--- config.mk ---
export PLATFORM = sky130hd
export DESIGN_NAME = bp_me_nonsynth_cce_inst_profiler
export DESIGN_NICKNAME = d
export VERILOG_FILES = /design/src/rtl/bp_me_nonsynth_cce_inst_profiler.sv
export SDC_FILE = /design/constraint.sdc
export NUM_CORES = 2
export LEC_CHECK = 0
export CAP_MARGIN = 0
export CELL_PAD_IN_SITES_DETAIL_PLACEMENT = 1
export CELL_PAD_IN_SITES_GLOBAL_PLACEMENT = 2
export CORE_UTILIZATION = 51
export DETAILED_ROUTE_END_ITERATION = 16
export HOLD_SLACK_MARGIN = 0.02
export PLACE_DENSITY_LB_ADDON = 0.1
export SYNTH_ARGS = -nofsm -noshare
export SYNTH_HDL_FRONTEND = slang
export SYNTH_SLANG_ARGS = --single-unit
--- constraint.sdc ---
create_clock -name clk_i -period 15.3 [get_ports clk_i]
set_input_delay 2.295 -clock clk_i [delete_from_list [all_inputs] [get_ports clk_i]]
set_output_delay 2.295 -clock clk_i [all_outputs]
set_load 0.05 [all_outputs]
--- src/rtl/bp_me_nonsynth_cce_inst_profiler.sv ---
// Multi-CCE instruction profiler for ME testbenches.
// Each channel keeps a ring-buffer history of executed {pc, inst} pairs,
// saturating per-major-op counters, and a sticky stall watchdog. A trigger
// freezes a channel's history a fixed number of captures later. State is
// read back through a registered read port. An optional text trace is
// printed per channel (simulation only, off by default).
module bp_me_nonsynth_cce_inst_profiler #(
  parameter int num_cce_p      = 2,
  parameter int cce_pc_width_p = 8,
  parameter int inst_width_p   = 48,
  parameter int op_lsb_p       = 0,
  parameter int depth_p        = 16,
  parameter int cnt_width_p    = 16,
  parameter int stall_thresh_p = 64,
  parameter int post_trig_p    = 4,
  parameter int trace_en_p     = 0,
  localparam int chan_w_lp     = (num_cce_p > 1) ? $clog2(num_cce_p) : 1,
  localparam int ptr_w_lp      = $clog2(depth_p),
  localparam int entry_w_lp    = cce_pc_width_p + inst_width_p
) (
  input  logic                                clk_i,
  input  logic                                reset_i,
  input  logic [num_cce_p-1:0]                inst_v_i,
  input  logic [num_cce_p*cce_pc_width_p-1:0] fetch_pc_i,
  input  logic [num_cce_p*inst_width_p-1:0]   inst_i,
  input  logic                                trigger_i,
  input  logic                                clear_i,
  input  logic                                rd_v_i,
  input  logic                                rd_kind_i,
  input  logic [chan_w_lp-1:0]                rd_chan_i,
  input  logic [ptr_w_lp-1:0]                 rd_idx_i,
  output logic                                rd_v_o,
  output logic                                rd_hit_o,
  output logic [entry_w_lp-1:0]               rd_data_o,
  output logic [num_cce_p-1:0]                stall_o,
  output logic [num_cce_p-1:0]                frozen_o
);

  localparam int fill_w_lp = ptr_w_lp + 1;
  localparam int run_w_lp  = $clog2(stall_thresh_p + 1);
  localparam int rem_w_lp  = $clog2(depth_p + 1);

  typedef enum logic [1:0] {
    TRIG_IDLE,
    TRIG_ARMED,
    TRIG_FROZEN
  } trig_state_e;

  // Per-channel views of the packed input buses
  logic [cce_pc_width_p-1:0] ch_pc   [num_cce_p];
  logic [inst_width_p-1:0]   ch_inst [num_cce_p];
  logic [2:0]                ch_op   [num_cce_p];

  logic [ptr_w_lp-1:0]       wptr_q   [num_cce_p], wptr_d   [num_cce_p];
  logic [fill_w_lp-1:0]      fill_q   [num_cce_p], fill_d   [num_cce_p];
  logic [cnt_width_p-1:0]    cnt_q    [num_cce_p][8], cnt_d [num_cce_p][8];
  logic [run_w_lp-1:0]       run_q    [num_cce_p], run_d    [num_cce_p];
  logic [cce_pc_width_p-1:0] last_pc_q[num_cce_p], last_pc_d[num_cce_p];
  trig_state_e               state_q  [num_cce_p], state_d  [num_cce_p];
  logic [rem_w_lp-1:0]       remain_q [num_cce_p], remain_d [num_cce_p];
  logic [num_cce_p-1:0]      stall_q, stall_d;
  logic [num_cce_p-1:0]      cap_en;

  logic [entry_w_lp-1:0]     hist_mem [num_cce_p][depth_p];

  logic                      rd_v_q, rd_v_d;
  logic                      rd_hit_q, rd_hit_d;
  logic [entry_w_lp-1:0]     rd_data_q, rd_data_d;
  logic                      rd_chan_ok;
  logic [chan_w_lp-1:0]      rd_ch;
  logic [ptr_w_lp-1:0]       rd_addr;
  logic [2:0]                rd_op;

  // Slice the packed per-channel buses into arrays
  always_comb begin
    for (int c = 0; c < num_cce_p; c++) begin
      ch_pc[c]   = fetch_pc_i[c*cce_pc_width_p +: cce_pc_width_p];
      ch_inst[c] = inst_i[c*inst_width_p +: inst_width_p];
      ch_op[c]   = ch_inst[c][op_lsb_p +: 3];
    end
  end

  // Per-channel next state: capture, counters, watchdog, trigger FSM; clear wins
  // NOTE: every _d is given its hold value before any branch so no path leaves it unassigned (no latches).
  always_comb begin
    stall_d = stall_q;
    for (int c = 0; c < num_cce_p; c++) begin
      wptr_d[c]    = wptr_q[c];
      fill_d[c]    = fill_q[c];
      run_d[c]     = run_q[c];
      last_pc_d[c] = last_pc_q[c];
      state_d[c]   = state_q[c];
      remain_d[c]  = remain_q[c];
      for (int op = 0; op < 8; op++) cnt_d[c][op] = cnt_q[c][op];
      cap_en[c] = inst_v_i[c] && (state_q[c] != TRIG_FROZEN) && !clear_i;

      if (clear_i) begin
        fill_d[c]   = '0;
        run_d[c]    = '0;
        stall_d[c]  = 1'b0;
        state_d[c]  = TRIG_IDLE;
        remain_d[c] = '0;
        for (int op = 0; op < 8; op++) cnt_d[c][op] = '0;
      end else begin
        if (cap_en[c]) begin
          wptr_d[c] = wptr_q[c] + ptr_w_lp'(1);
          if (fill_q[c] != fill_w_lp'(depth_p)) fill_d[c] = fill_q[c] + fill_w_lp'(1);
        end

        // Counters keep running while the history is frozen
        if (inst_v_i[c] && (cnt_q[c][ch_op[c]] != '1))
          cnt_d[c][ch_op[c]] = cnt_q[c][ch_op[c]] + cnt_width_p'(1);

        // Idle cycles and re-executions of the same PC both count as no progress
        if (!inst_v_i[c] || (ch_pc[c] == last_pc_q[c])) begin
          if (run_q[c] != run_w_lp'(stall_thresh_p)) run_d[c] = run_q[c] + run_w_lp'(1);
        end else begin
          run_d[c] = '0;
        end
        if (run_d[c] == run_w_lp'(stall_thresh_p)) stall_d[c] = 1'b1;
        if (inst_v_i[c]) last_pc_d[c] = ch_pc[c];

        unique case (state_q[c])
          TRIG_IDLE: begin
            if (trigger_i) begin
              if (post_trig_p == 0) begin
                state_d[c] = TRIG_FROZEN;
              end else begin
                state_d[c]  = TRIG_ARMED;
                remain_d[c] = rem_w_lp'(post_trig_p);
              end
            end
          end
          TRIG_ARMED: begin
            if (cap_en[c]) begin
              remain_d[c] = remain_q[c] - rem_w_lp'(1);
              if (remain_q[c] == rem_w_lp'(1)) state_d[c] = TRIG_FROZEN;
            end
          end
          default: ;
        endcase
      end
    end
  end

  // Per-channel state registers
  // NOTE: flops use non-blocking assignment so every register samples pre-edge values.
  always_ff @(posedge clk_i or negedge reset_i) begin
    if (!reset_i) begin
      stall_q <= '0;
      for (int c = 0; c < num_cce_p; c++) begin
        wptr_q[c]    <= '0;
        fill_q[c]    <= '0;
        run_q[c]     <= '0;
        last_pc_q[c] <= '0;
        state_q[c]   <= TRIG_IDLE;
        remain_q[c]  <= '0;
        for (int op = 0; op < 8; op++) cnt_q[c][op] <= '0;
      end
    end else begin
      stall_q <= stall_d;
      for (int c = 0; c < num_cce_p; c++) begin
        wptr_q[c]    <= wptr_d[c];
        fill_q[c]    <= fill_d[c];
        run_q[c]     <= run_d[c];
        last_pc_q[c] <= last_pc_d[c];
        state_q[c]   <= state_d[c];
        remain_q[c]  <= remain_d[c];
        for (int op = 0; op < 8; op++) cnt_q[c][op] <= cnt_d[c][op];
      end
    end
  end

  // History ring write
  // NOTE: the history array has no reset; entries beyond the fill count are never returned.
  always_ff @(posedge clk_i) begin
    for (int c = 0; c < num_cce_p; c++) begin
      if (cap_en[c]) hist_mem[c][wptr_q[c]] <= {ch_pc[c], ch_inst[c]};
    end
  end

  // Read lookup on pre-update state; data holds when no read is issued
  always_comb begin
    rd_chan_ok = (32'(rd_chan_i) < num_cce_p);
    rd_ch      = rd_chan_ok ? rd_chan_i : '0;
    rd_addr    = wptr_q[rd_ch] - ptr_w_lp'(1) - rd_idx_i;
    rd_op      = 3'(rd_idx_i);
    rd_v_d     = rd_v_i;
    rd_hit_d   = rd_hit_q;
    rd_data_d  = rd_data_q;
    if (rd_v_i) begin
      rd_hit_d  = 1'b0;
      rd_data_d = '0;
      if (rd_chan_ok) begin
        if (rd_kind_i) begin
          rd_hit_d  = 1'b1;
          rd_data_d = entry_w_lp'(cnt_q[rd_ch][rd_op]);
        end else if ({1'b0, rd_idx_i} < fill_q[rd_ch]) begin
          rd_hit_d  = 1'b1;
          rd_data_d = hist_mem[rd_ch][rd_addr];
        end
      end
    end
  end

  // Read response registers
  always_ff @(posedge clk_i or negedge reset_i) begin
    if (!reset_i) begin
      rd_v_q    <= 1'b0;
      rd_hit_q  <= 1'b0;
      rd_data_q <= '0;
    end else begin
      rd_v_q    <= rd_v_d;
      rd_hit_q  <= rd_hit_d;
      rd_data_q <= rd_data_d;
    end
  end

  // Output mapping
  always_comb begin
    rd_v_o    = rd_v_q;
    rd_hit_o  = rd_hit_q;
    rd_data_o = rd_data_q;
    stall_o   = stall_q;
    for (int c = 0; c < num_cce_p; c++) frozen_o[c] = (state_q[c] == TRIG_FROZEN);
  end

  if (trace_en_p != 0) begin : g_trace
    function automatic string op_name(input logic [2:0] op);
      case (op)
        3'd0:    return "alu";
        3'd1:    return "branch";
        3'd2:    return "reg_data";
        3'd3:    return "flag";
        3'd4:    return "dir";
        3'd5:    return "queue";
        default: return "invalid";
      endcase
    endfunction

    // Log executed instructions on the falling edge, away from capture
    always @(negedge clk_i) begin
      if (reset_i) begin
        for (int c = 0; c < num_cce_p; c++) begin
          if (inst_v_i[c])
            $display("cce_prof_%0d.trace: %0t,%h,%s,%h%s", c, $time, ch_pc[c],
                     op_name(ch_op[c]), ch_inst[c],
                     (state_q[c] == TRIG_FROZEN) ? " FROZEN" : "");
        end
      end
    end
  end

endmodule
==> flow_summary.yaml <==
run_status:
  status: "finished clean"
power:
  comb_power_share: 0.215
  internal_power_mw: 11.20
  power_frac_clock: 0.344
  seq_power_share: 0.441
  p_sw_mw: 4.328
  switching_share: 0.2788
  leakagePower_nw: 33.59
  peakVddDrop_mv: 0.2893
  power_density_nw_per_um2: 155.2
worst_setup_path:
  crit_top_cell: "buf_4"
  path_depth: 12
  setup.worst_path.class: "primary input to flop"
  cp_cell_sequence: "buf_4 -> buf_4 -> mux4_2 -> mux2_2 -> ha_1 -> inv_1 -> or4_4 -> nor2_2 -> and3_1 -> nor3_2 -> buf_4 -> a22o_1"
  rr_worst_depth: 9
  required_ps: 16040
  cp-end-kind: "flop"
  r2r-start: "wptr_q[4]"
  critPathTopFamily: "simple AND/OR/NAND/NOR gates"
  r2r-end: "rd_data_o[9]"
  crit_fanout: 39
  path_buf_inv: 4
  slowest_stage: "and3_1"
  worstPathArrival_ps: 7300
  slowest_delay_ps: 900
  r2r_slack_ps: 10270
  cp-start-kind: "primary input"
synth:
  synthCells: 4316
  ys_seq_area_frac: 0.7171
  syn-num-nets: 4470
  synth_edf_count: 1792
  synth_ff_type: "edfxtp_1"
  syn_area_per_cell_um2: 20.44
  synth_cell_types: 86
  synth_async_sr_flop_share: 0.1742
  yosysWarningCount: 0
  syn-cell-area_um2: 88230
  synth_seq_cells: 2170
cts:
  clk_latency_ps: 860
  clkTransAtPathRegs_ps: 60
  cts_sinks: 2170
  cts_tree: "built"
  h-tree-depth: 4
  post_cts.repair.setup_buffers: 0
  cts.path.max_buffers: 3
  cts_buffers: 219
  cts-resized-gates: 0
  cts_root_buf: "clkbuf_16"
  hold_buffers: 0
placed_design:
  hpwl_mm: 141.0
  globalplace.congestion: 0.8073
  port_buffers: 186
cells_and_area:
  syn2layout_area_growth_pct: 13.39
  drive_gt1_frac: 0.2582
  fin_nets: 4734
worst_hold_path:
  min_to: "last_pc_q[2]"
  hold_path.class: "flop to flop"
  hold_depth: 2
  min_from: "last_pc_q[2]"
die:
  die_h_um: 417.9
  dieArea_um2: 174700
  fp.dieW_um: 417.9
  io_pins: 187
  core-area_um2: 171700
  start_util: 0.5137
  row_count: 152
global_route:
  grt_use_total: 0.2995
  grt_pass1_vias: 48520
  grt_first_pass_wirelength_mm: 365.4
  grt_overflow: 0
  grt_max_degree: 92
  antenna_found_initial: 16
sta:
  slew-limit-headroom: 0.07494
  min_period_over_period: 0.4289
  drv_slew: 0
  finClkSkew_ps: 44.84
  worstMarginPinSlew_ps: 1386
  setup_tns_ps: 0
  min_period_ps: 6563
  fmax_mhz: 152.4
  setup_viol_count_final: 0
  whs_ps: 499.0
  rsz0062_at_grt: "no"
  final_hold_viol_count: 0
route:
  dr.first_iter.drc_count: 5576
  drc: 0
  num_vias: 46480
  via_per_inst: 6.562
  wirelength_mm: 257.6
  drtPass1Iterations: 5
  wl_per_cell_um: 36.36
  ant_nets: 0
run:
  cap_violations: 0
## per-layer routing
metal / global-route usage / part of all wire
met1: 0.4179 / 0.40
met2: 0.4832 / 0.49
met3: 0.05691 / 0.079
met4: 0.09151 / 0.030
met5: 0 / 0.00042
## cell usage after synthesis (16+ instances only)
cell | number | area (um2)
xnor2_1 | 52 | 455.4
buf_1 | 31 | 116.4
ha_1 | 28 | 350.3
edfxtp_1 | 1792 | 53810
o21ai_0 | 71 | 355.3
nor2b_1 | 17 | 106.4
nand2_1 | 160 | 600.6
mux4_2 | 675 | 15200
a22o_1 | 205 | 1795
nand3_1 | 34 | 170.2
inv_1 | 71 | 266.5
mux2i_1 | 101 | 1011
nor2_1 | 111 | 416.7
mux2_2 | 29 | 326.6
buf_4 | 31 | 232.7
nor3_1 | 20 | 100.1
a21oi_1 | 48 | 240.2
nand4_1 | 17 | 106.4
dfrtp_1 | 378 | 9459
clkbuf_1 | 143 | 536.8
o22ai_1 | 46 | 287.8
xor2_1 | 16 | 140.1
buf_2 | 45 | 225.2
## through the flow
stage | setup WS (ps) | utilization | std cells | power [mW] | cell area (um2)
after detailed placement | 7844 | 0.5411 | 6669 | 10.33 | 92930
after floorplan | 7377 | - | 4316 | 9.122 | 88230
after CTS | 8773 | 0.5825 | 7078 | 15.63 | 100000
after global routing | 8424 | 0.5825 | 7081 | 15.97 | 100000
final | 8737 | 0.5826 | 7083 | 15.53 | 100000
after global placement | 7884 | 0.5411 | 6669 | 10.29 | 92930
## worst register-to-register path, stage by stage, from the launching register on
cell	delay (ps)
dfrtp_1	440
inv_1	170
o21ai_0	200
ha_4	840
buf_4	730
buf_4	820
mux4_2	470
mux4_2	500
mux2i_1	520
o21ai_0	160
## area by class of cell
type	instances	area, um2
Clock buffer	307	6058
Inverter	73	274.0
Timing Repair Buffer	307	2785
Clock inverter	102	1045
Tap cell	2310	2890
Fill cell	14480	71690
Multi-Input combinational cell	1809	23710
Antenna cell	5	12.51
Sequential cell	2170	63270
## cell families (layout without fill, tap and decap cells)
logic type | Yosys count | in the layout | synth area share
other | 0 | 5 | 0
and+or+nand+nor | 455 | 455 | 0.02582
AOI/OAI and AO/OA | 437 | 437 | 0.03724
adders and majority gates | 29 | 29 | 0.004198
muxes | 817 | 817 | 0.1905
DFF | 2170 | 2170 | 0.7171
buffers and inverters | 337 | 789 | 0.01777
xor gates and xnor gates | 71 | 71 | 0.007303
## layout by cell type, fill, tap and decap left out, types with 51 or more instances in the layout
cell	count
a22o_1	205
inv_1	71
mux4_2	675
dfrtp_1	378
nand2_1	160
o21ai_0	71
buf_4	123
clkbuf_1	70
nor2_1	86
clkdlybuf4s50_1	175
mux2i_1	101
clkbuf_16	225
edfxtp_1	1792
xnor2_1	51
## sequential cells by signal, indices dropped and copies added (netlist names)
| name | cells |
|---|---|
| rd_data_o | 56 |
| wptr_q | 8 |
| remain_q | 10 |
| rd_hit_o | 1 |
| state_q | 4 |
| run_q | 14 |
| hist_mem | 1792 |
| cnt_q | 256 |
| rd_v_o | 1 |
| stall_o | 2 |
| fill_q | 10 |
| last_pc_q | 16 |
## power by group through the flow
stage / Combinational (mW) / Clock, mW / Sequential (mW)
2_1_floorplan: 2.08 / 0 / 7.05
3_3_place_gp: 3.33 / 0 / 6.95
3_5_place_dp: 3.36 / 0 / 6.97
4_1_cts: 3.37 / 5.41 / 6.85
5_1_grt: 3.50 / 5.61 / 6.87
6_report: 3.34 / 5.34 / 6.85
## worst max-delay path by stage
stage	to	start	slack, ps
floorplan	hist_mem[1][672]	inst_v_i[1]	7380
global route	cnt_q[231]	inst_i[0]	8420
CTS	cnt_q[231]	inst_i[0]	8770
finish	cnt_q[231]	inst_i[0]	8740
global placement	rd_data_o[5]	rd_chan_i	7880
detailed placement	cnt_q[233]	inst_i[0]	7840
Note: power is estimated with default switching activity, not from simulation.
